--- src/rtl/fetch_sequencer.sv ---
// fetch_sequencer: multi-cycle control FSM for the d16 core.
// Owns the PC, latches instruction words and arbitrates the memory port.
module fetch_sequencer #(
    parameter logic [15:0] RESET_PC = 16'h0000,
    parameter int          PC_STEP  = 2
) (
    input  logic        clk,
    input  logic        rst_n,
    output logic        mem_req,
    output logic        mem_we,
    output logic        mem_addr_sel,
    input  logic        mem_ready,
    input  logic [15:0] mem_rdata,
    output logic [15:0] pc,
    output logic [15:0] instr,
    output logic [15:0] imm_word,
    output logic        dec_en,
    input  logic        next_word,
    input  logic        en_mem,
    input  logic        mem_store,
    output logic        alu_en,
    output logic        reg_we,
    input  logic        branch_taken,
    input  logic [15:0] branch_target,
    input  logic        halt_req,
    output logic        halted
);

    typedef enum logic [2:0] {
        FETCH,
        DECODE,
        EVAL,
        IMM,
        EXEC,
        MEM,
        WB,
        HALT
    } state_t;

    localparam logic [15:0] STEP     = 16'(PC_STEP);
    localparam logic [15:0] PC_RESET = RESET_PC & 16'hFFFE;

    state_t state;
    logic   store_q;
    logic   hs;

    assign hs = mem_req && mem_ready;

    // Strobes are set on the edge that enters the state they belong to,
    // so every output is a registered function of the current state.
    always_ff @(posedge clk or negedge rst_n) begin
        if (!rst_n) begin
            state        <= FETCH;
            pc           <= PC_RESET;
            instr        <= 16'h0000;
            imm_word     <= 16'h0000;
            store_q      <= 1'b0;
            mem_req      <= 1'b0;
            mem_we       <= 1'b0;
            mem_addr_sel <= 1'b0;
            dec_en       <= 1'b0;
            alu_en       <= 1'b0;
            reg_we       <= 1'b0;
            halted       <= 1'b0;
        end else begin
            dec_en <= 1'b0;
            alu_en <= 1'b0;
            reg_we <= 1'b0;
            case (state)
                FETCH: begin
                    if (hs) begin
                        instr   <= mem_rdata;
                        pc      <= pc + STEP;
                        mem_req <= 1'b0;
                        dec_en  <= 1'b1;
                        state   <= DECODE;
                    end else begin
                        mem_req      <= 1'b1;
                        mem_we       <= 1'b0;
                        mem_addr_sel <= 1'b0;
                    end
                end
                DECODE: begin
                    state <= EVAL;
                end
                EVAL: begin
                    if (next_word) begin
                        mem_req      <= 1'b1;
                        mem_we       <= 1'b0;
                        mem_addr_sel <= 1'b0;
                        state        <= IMM;
                    end else begin
                        alu_en <= 1'b1;
                        state  <= EXEC;
                    end
                end
                IMM: begin
                    if (hs) begin
                        imm_word <= mem_rdata;
                        pc       <= pc + STEP;
                        mem_req  <= 1'b0;
                        alu_en   <= 1'b1;
                        state    <= EXEC;
                    end
                end
                EXEC: begin
                    if (en_mem) begin
                        store_q      <= mem_store;
                        mem_req      <= 1'b1;
                        mem_we       <= mem_store;
                        mem_addr_sel <= 1'b1;
                        state        <= MEM;
                    end else begin
                        store_q <= 1'b0;
                        reg_we  <= 1'b1;
                        state   <= WB;
                    end
                end
                MEM: begin
                    if (hs) begin
                        mem_req      <= 1'b0;
                        mem_we       <= 1'b0;
                        mem_addr_sel <= 1'b0;
                        reg_we       <= !store_q;
                        state        <= WB;
                    end
                end
                WB: begin
                    if (branch_taken) begin
                        pc <= branch_target & 16'hFFFE;
                    end
                    if (halt_req) begin
                        halted <= 1'b1;
                        state  <= HALT;
                    end else begin
                        mem_req      <= 1'b1;
                        mem_we       <= 1'b0;
                        mem_addr_sel <= 1'b0;
                        state        <= FETCH;
                    end
                end
                HALT: begin
                    state <= HALT;
                end
                default: begin
                    mem_req      <= 1'b0;
                    mem_we       <= 1'b0;
                    mem_addr_sel <= 1'b0;
                    halted       <= 1'b0;
                    state        <= FETCH;
                end
            endcase
        end
    end

endmodule
--- config.mk ---
export PLATFORM = sky130hd
export DESIGN_NAME = fetch_sequencer
export DESIGN_NICKNAME = d
export VERILOG_FILES = /design/src/rtl/fetch_sequencer.sv
export SDC_FILE = /design/constraint.sdc
export NUM_CORES = 1
export LEC_CHECK = 0
export ABC_AREA = 1
export CAP_MARGIN = 20
export CORE_MARGIN = 3
export CORE_UTILIZATION = 55
export DETAILED_ROUTE_END_ITERATION = 10
export DONT_BUFFER_PORTS = 1
export GPL_TIMING_DRIVEN = 0
export PLACE_DENSITY = 0.71
export SYNTH_ARGS = -nofsm -noshare
export SYNTH_HDL_FRONTEND = slang
export SYNTH_SLANG_ARGS = --single-unit
--- constraint.sdc ---
create_clock -name clk -period 2.35 [get_ports clk]
set_input_delay 0.235 -clock clk [delete_from_list [all_inputs] [get_ports clk]]
set_output_delay 0.235 -clock clk [all_outputs]
set_load 0.005 [all_outputs]
==> flow_summary.toml, run 1 <==
[sta]
rsz0062_at_grt = "no"
setup_viol = 0
fin_ws_ns = 0.647
max_clock_freq_ghz = 0.587
max_slew.worst_pin.slew_ns = 0.508
fin_tns_setup_ns = 0
fin_skew_ns = 0.0114
finalHoldViolations = 0
min_period_over_period_pct = 72.5
drv_slew = 0
maxSlewHeadroom_pct = 66.2
fin_crit_ns = 1.70

[logic_synthesis]
synth_area_mm2 = 0.00287
synth_seq_cells = 58
synth.most_common_cell = "nand2_1"
synth_top_area_cell = "dfrtp_1"
syn_area_per_cell_um2 = 7.43
ys_seq_area_share_pct = 50.6
netlist_top_cells_area = "dfrtp_1 51%, nand2_1 20%, o21ai_0 6.6%"
synthTopCellsByCount = "154 x nand2_1, 58 x dfrtp_1, 40 x inv_1, 38 x o21ai_0, 28 x nor2_1"
synthCells = 386
synth_top_area_share_pct = 50.6
synth_nets = 427
synth_edf_count = 0
synthFlopType = "dfrtp_1"
async_reset_ff_share_pct = 100
synthDistinctLibCells = 25
ys.warnings.count = 0

[pwr]
powerDensity_mw_per_mm2 = 648
p_leak_uw = 0.00171
irDropWorstVdd_v = 0.000594

[worst_hold_path]
hold_path_startpoint = "next_word"
holdPathEnd = "state[0]"
hold_path.class = "in -> reg"
hold_depth = 2

[drt]
ant_nets = 0
firstDrtPassIters = 4
wl_per_cell_um = 14.5
drcViolationCount = 0
drt_iter0_drc = 132
vias = 2490
routed_wl_um = 6810
viasPerCell = 5.29

[cts]
cts_setup_buffers = 0
h-tree-depth = 3
clockBufferDepth = 2
cts_buffers = 9
cts-root-buf = "clkbuf_8"
clk_pin_slew_worst_paths_ns = 0.07
hold_buffers = 2
clock_latency_ns = 0.33
cts_sinks = 58
cts_tree = "done"
cts_resized = 0

[global_routing]
overflow = 0
grt_pass1_vias = 2416
grt_pass1_wl_um = 11300
antenna_found_initial = 0
grt_max_degree = 59
grt_use_total_pct = 23.7

[die]
initial_core_util_pct = 58.7
num_rows = 25
die_h_um = 78.2
fp.dieArea_mm2 = 0.00611
pin_count = 95
die_w_um = 78.2
coreArea_mm2 = 0.00488

[final_layout]
fin_util_pct = 65.9
drive_above_1_share_pct = 6.68
nets = 440
diodes = 0
synthToLayoutAreaGrowth_pct = 12.2

[critical_path]
crit_arrival_ns = 1.95
reg2reg_from = "mem_req"
critPathMaxFanout = 10
critical_path_required_ns = 2.59
r2r_end = "instr[5]"
critPathKind = "reg -> reg"
regToRegSetupSlack_ns = 0.65
critPathCaptureType = "register"
worst_setup_path_start_kind = "register"
reg2reg_depth = 6

[place]
dp_hpwl_um = 4880
port_buffers = 0
routabilityCongestion = 0.857
dp_slack_ns = 0.646

[status]
outcome = "finished, final reports clean"

[flow_run]
cap_violations = 0
==> metal layers <==
metal	global-route usage, %	wire (um)	share of wire, %
met5	0	0	0
met4	6.99	47	0.69
met3	10.3	619	9.1
met2	39.1	3230	47
met1	28.2	2910	43
==> layout by cell type (no fill, tap or decap), types with 2 or more instances in the layout <==
cell type	count
nand3_1	27
nand4_1	9
dfrtp_1	58
buf_4	2
o21ai_0	38
o211ai_1	2
bufinv_16	2
nand2_1	154
inv_2	2
clkbuf_8	11
a21oi_1	2
nor2_1	28
clkbuf_1	7
o21bai_1	2
buf_2	3
inv_1	40
o21ai_1	3
==> worst max-delay path, cell delays in order (launching register included) <==
cell and delay [ns]:
dfrtp_1 0.41, nand2_1 0.21, inv_1 0.11, nand3_1 0.25, clkbuf_1 0.45, nand2_1 0.10, o21ai_0 0.09
==> where the power goes <==
part,internal (uW),switching (uW)
Clock,656,394
Sequential,998,0
Combinational,9.75,26.5
Total,1660,420
==> area by class of cell <==
| cell class | instances | area [um2] |
|---|---|---|
| Sequential cell | 58 | 1450 |
| Tap cell | 67 | 83.8 |
| Inverter | 43 | 161 |
| Buffer | 12 | 63.8 |
| Fill cell | 440 | 1660 |
| Timing Repair Buffer | 2 | 37.5 |
| Clock buffer | 12 | 155 |
| Multi-Input combinational cell | 273 | 1190 |
| Clock inverter | 4 | 73.8 |
==> cells by family (layout without fill, tap and decap cells) <==
| family | after synthesis | after routing | synth area share [%] |
|---|---|---|---|
| AO/OA/AOI/OAI | 49 | 49 | 9.04 |
| adder cells (fa/ha/maj) | 1 | 1 | 0.436 |
| buffers and inverters | 55 | 73 | 7.86 |
| flip-flops | 58 | 58 | 50.6 |
| other | 1 | 1 | 0.131 |
| AND/OR/NAND/NOR | 222 | 222 | 31.9 |
==> how the worst max path moves through the flow <==
stage                     end  slack, ns  cells after the start  startpoint
floorplan              pc[13]       1.01                      8       pc[2]
global placement     state[0]       0.66                      5     mem_req
detailed placement   state[0]       0.65                      5     mem_req
CTS                  state[0]       0.64                      5     mem_req
global route        instr[10]       0.47                      6     mem_req
finish               instr[5]       0.65                      6     mem_req
==> sequential cells by signal (all words and copies together) (netlist names) <==
signal and flops:
store_q 1, dec_en 1, reg_we 1, instr 16
pc 15, mem_we 1, halted 1, imm_word 16
alu_en 1, state 3, mem_req 1, mem_addr_sel 1
==> through the flow <==
stage / hold WS (ns) / total power, uW / cells / instance area, um2
CTS: 0.0243 / 2110 / 471 / 3220
global placement: -0.0593 / 1030 / 453 / 2950
finish: 0.0401 / 2080 / 471 / 3220
global route: 0.0379 / 2150 / 471 / 3220
detailed placement: -0.0592 / 1030 / 453 / 2950
floorplan: -0.0606 / 1030 / 386 / 2870
Note: power is estimated with default switching activity, not from simulation.
==> inputs of run 2 (changes only) <==
==> constraint.sdc (replaced) <==
create_clock -name clk -period 1.74 [get_ports clk]
set_input_delay 0.174 -clock clk [delete_from_list [all_inputs] [get_ports clk]]
set_output_delay 0.174 -clock clk [all_outputs]
set_load 0.005 [all_outputs]
==> flow_summary.toml, run 2 (synthesis gave the netlist of run 1 again) <==
[drt]
wl_per_cell_um = 14.6
ant_nets = 0
firstDrtPassIters = 4
drt_iter0_drc = 114
viasPerCell = 5.24
drcViolationCount = 0
routed_wl_um = 7060
vias = 2537

[pwr]
internal_power_uw = 2270
powerDensity_mw_per_mm2 = 845
power_frac_seq_pct = 47.5
comb_power_share_pct = 2.6
irDropWorstVdd_v = 0.000796
switchingPower_uw = 575
p_leak_uw = 0.00177
switching_share_pct = 20.2
power_frac_clock_pct = 50.0

[die]
initial_core_util_pct = 58.7
pin_count = 95
die_h_um = 78.2
coreArea_mm2 = 0.00488
num_rows = 25
fp.dieArea_mm2 = 0.00611
die_w_um = 78.2

[sta]
finalHoldViolations = 0
fin_tns_setup_ns = 0
fin_ws_ns = 0.169
rsz0062_at_grt = "no"
fin_skew_ns = 0.0104
setup_viol = 0
min_period_over_period_pct = 90.3
max_clock_freq_ghz = 0.636
drv_slew = 0
fin_crit_ns = 1.57

[cts]
cts_buffers = 9
cts_tree = "done"
clock_latency_ns = 0.33
clk_pin_slew_worst_paths_ns = 0.06
clockBufferDepth = 2
cts_sinks = 58
cts-root-buf = "clkbuf_8"
h-tree-depth = 3
cts_setup_buffers = 0

[critical_path]
worst_setup_path_start_kind = "register"
cpPeakStageDelay_ns = 0.47
critical_path_required_ns = 1.96
r2r_end = "pc[7]"
cpMostUsedCell = "nand2_1"
crit_family = "simple AND/OR/NAND/NOR gates"
crit_arrival_ns = 1.79
reg2reg_depth = 9
critPathCaptureType = "register"
crit_buf_inv = 2
reg2reg_from = "state[2]"
critPathKind = "reg -> reg"
worstPathCellList = "nor2_1 -> nand2_1 -> nand2_1 -> nand2_1 -> nand3_4 -> inv_2 -> buf_6 -> nand2_1 -> nand2_1"
regToRegSetupSlack_ns = 0.17
critPathSlowestCell = "dfrtp_1"
critPathMaxFanout = 10

[place]
dp_slack_ns = 0.0365
routabilityCongestion = 0.857
dp_hpwl_um = 4880
port_buffers = 0
dp.cells = 453

[final_layout]
final_cell_mix = "154 x nand2_1, 58 x dfrtp_1, 40 x inv_1"
synthToLayoutAreaGrowth_pct = 17.2
top_regs = "imm_word (16), instr (16), pc (15)"
mostFrequentLayoutCell = "nand2_1"
finalNonFillerCells = 484
diodes = 0
drive_above_1_share_pct = 8.15
nets = 453
fillers = 431

[global_routing]
overflow = 0
grt_pass1_vias = 2480
grt_pass1_wl_um = 11700
grt_use_total_pct = 24.5
grt_max_degree = 59
antenna_found_initial = 0

[worst_hold_path]
hold_path.class = "in -> reg"
hold_path_startpoint = "mem_rdata[6]"
hold_depth = 2
holdPathEnd = "instr[6]"

[status]
outcome = "finished, final reports clean"

[flow_run]
cap_violations = 0
## run 2: changes by cell type in the layout (fill, tap and decap cells not counted), sizes merged
cell | before | now
dlygate4sd3 | 1 | 14
## run 2: worst max path at each step
stage / startpoint / end / depth (start not counted)
3_5_place_dp: mem_req / state[0] / 5
5_1_grt: state[2] / pc[7] / 9
2_1_floorplan: pc[2] / pc[13] / 8
4_1_cts: mem_req / state[0] / 5
3_3_place_gp: mem_req / state[0] / 5
6_report: state[2] / pc[7] / 9
## run 2: power by group through the flow
stage | Sequential (uW) | Combinational (uW) | Clock (uW)
floorplan | 1370 | 12.1 | 0
global placement | 1370 | 13.8 | 0
detailed placement | 1370 | 14.7 | 0
CTS | 1350 | 74.3 | 1450
global route | 1350 | 83.2 | 1500
finish | 1350 | 73.5 | 1420
## run 2: cell type report
type / count / area (um2) / area share [%]
Multi-Input combinational cell: 273 / 1200 / 35.6
Inverter: 43 / 161 / 4.80
Buffer: 12 / 70.1 / 2.08
Sequential cell: 58 / 1450 / 43.2
Tap cell: 67 / 83.8 / 2.49
Clock inverter: 4 / 73.8 / 2.20
Timing Repair Buffer: 15 / 168 / 4.99
Clock buffer: 12 / 155 / 4.62
## run 2: per-layer routing
layer | global-route usage, % | up-vias | share of wire [%]
met5 | 0 | - | 0
met4 | 6.99 | 0 | 0.58
met3 | 9.86 | 4 | 8.6
met2 | 41.3 | 91 | 49
met1 | 28.9 | 1167 | 42
li1 | - | 1275 | -
## run 2: per-stage QoR
step | hold WS [ns] | util (%) | power, uW | area, um2
2_1_floorplan | -0.122 | - | 1390 | 2870
3_3_place_gp | -0.120 | 60.5 | 1390 | 2950
5_1_grt | 0.0140 | 68.9 | 2930 | 3360
3_5_place_dp | -0.120 | 60.5 | 1390 | 2950
6_report | 0.0174 | 68.9 | 2840 | 3360
4_1_cts | 0.00648 | 68.6 | 2870 | 3350
## run 2: worst reg2reg max path: stages, from the launching register on
cell     delay [ns]
dfrtp_1        0.47
nor2_1         0.25
nand2_1        0.11
nand2_1        0.07
nand2_1        0.09
nand3_4        0.15
inv_2          0.07
buf_6          0.14
nand2_1        0.06
nand2_1        0.05
## run 2: repair_timing
action,CTS,global route
hold buffers,15,0
setup endpoints to repair,0,33
gates resized for setup,0,12
hold endpoints to repair,79,0
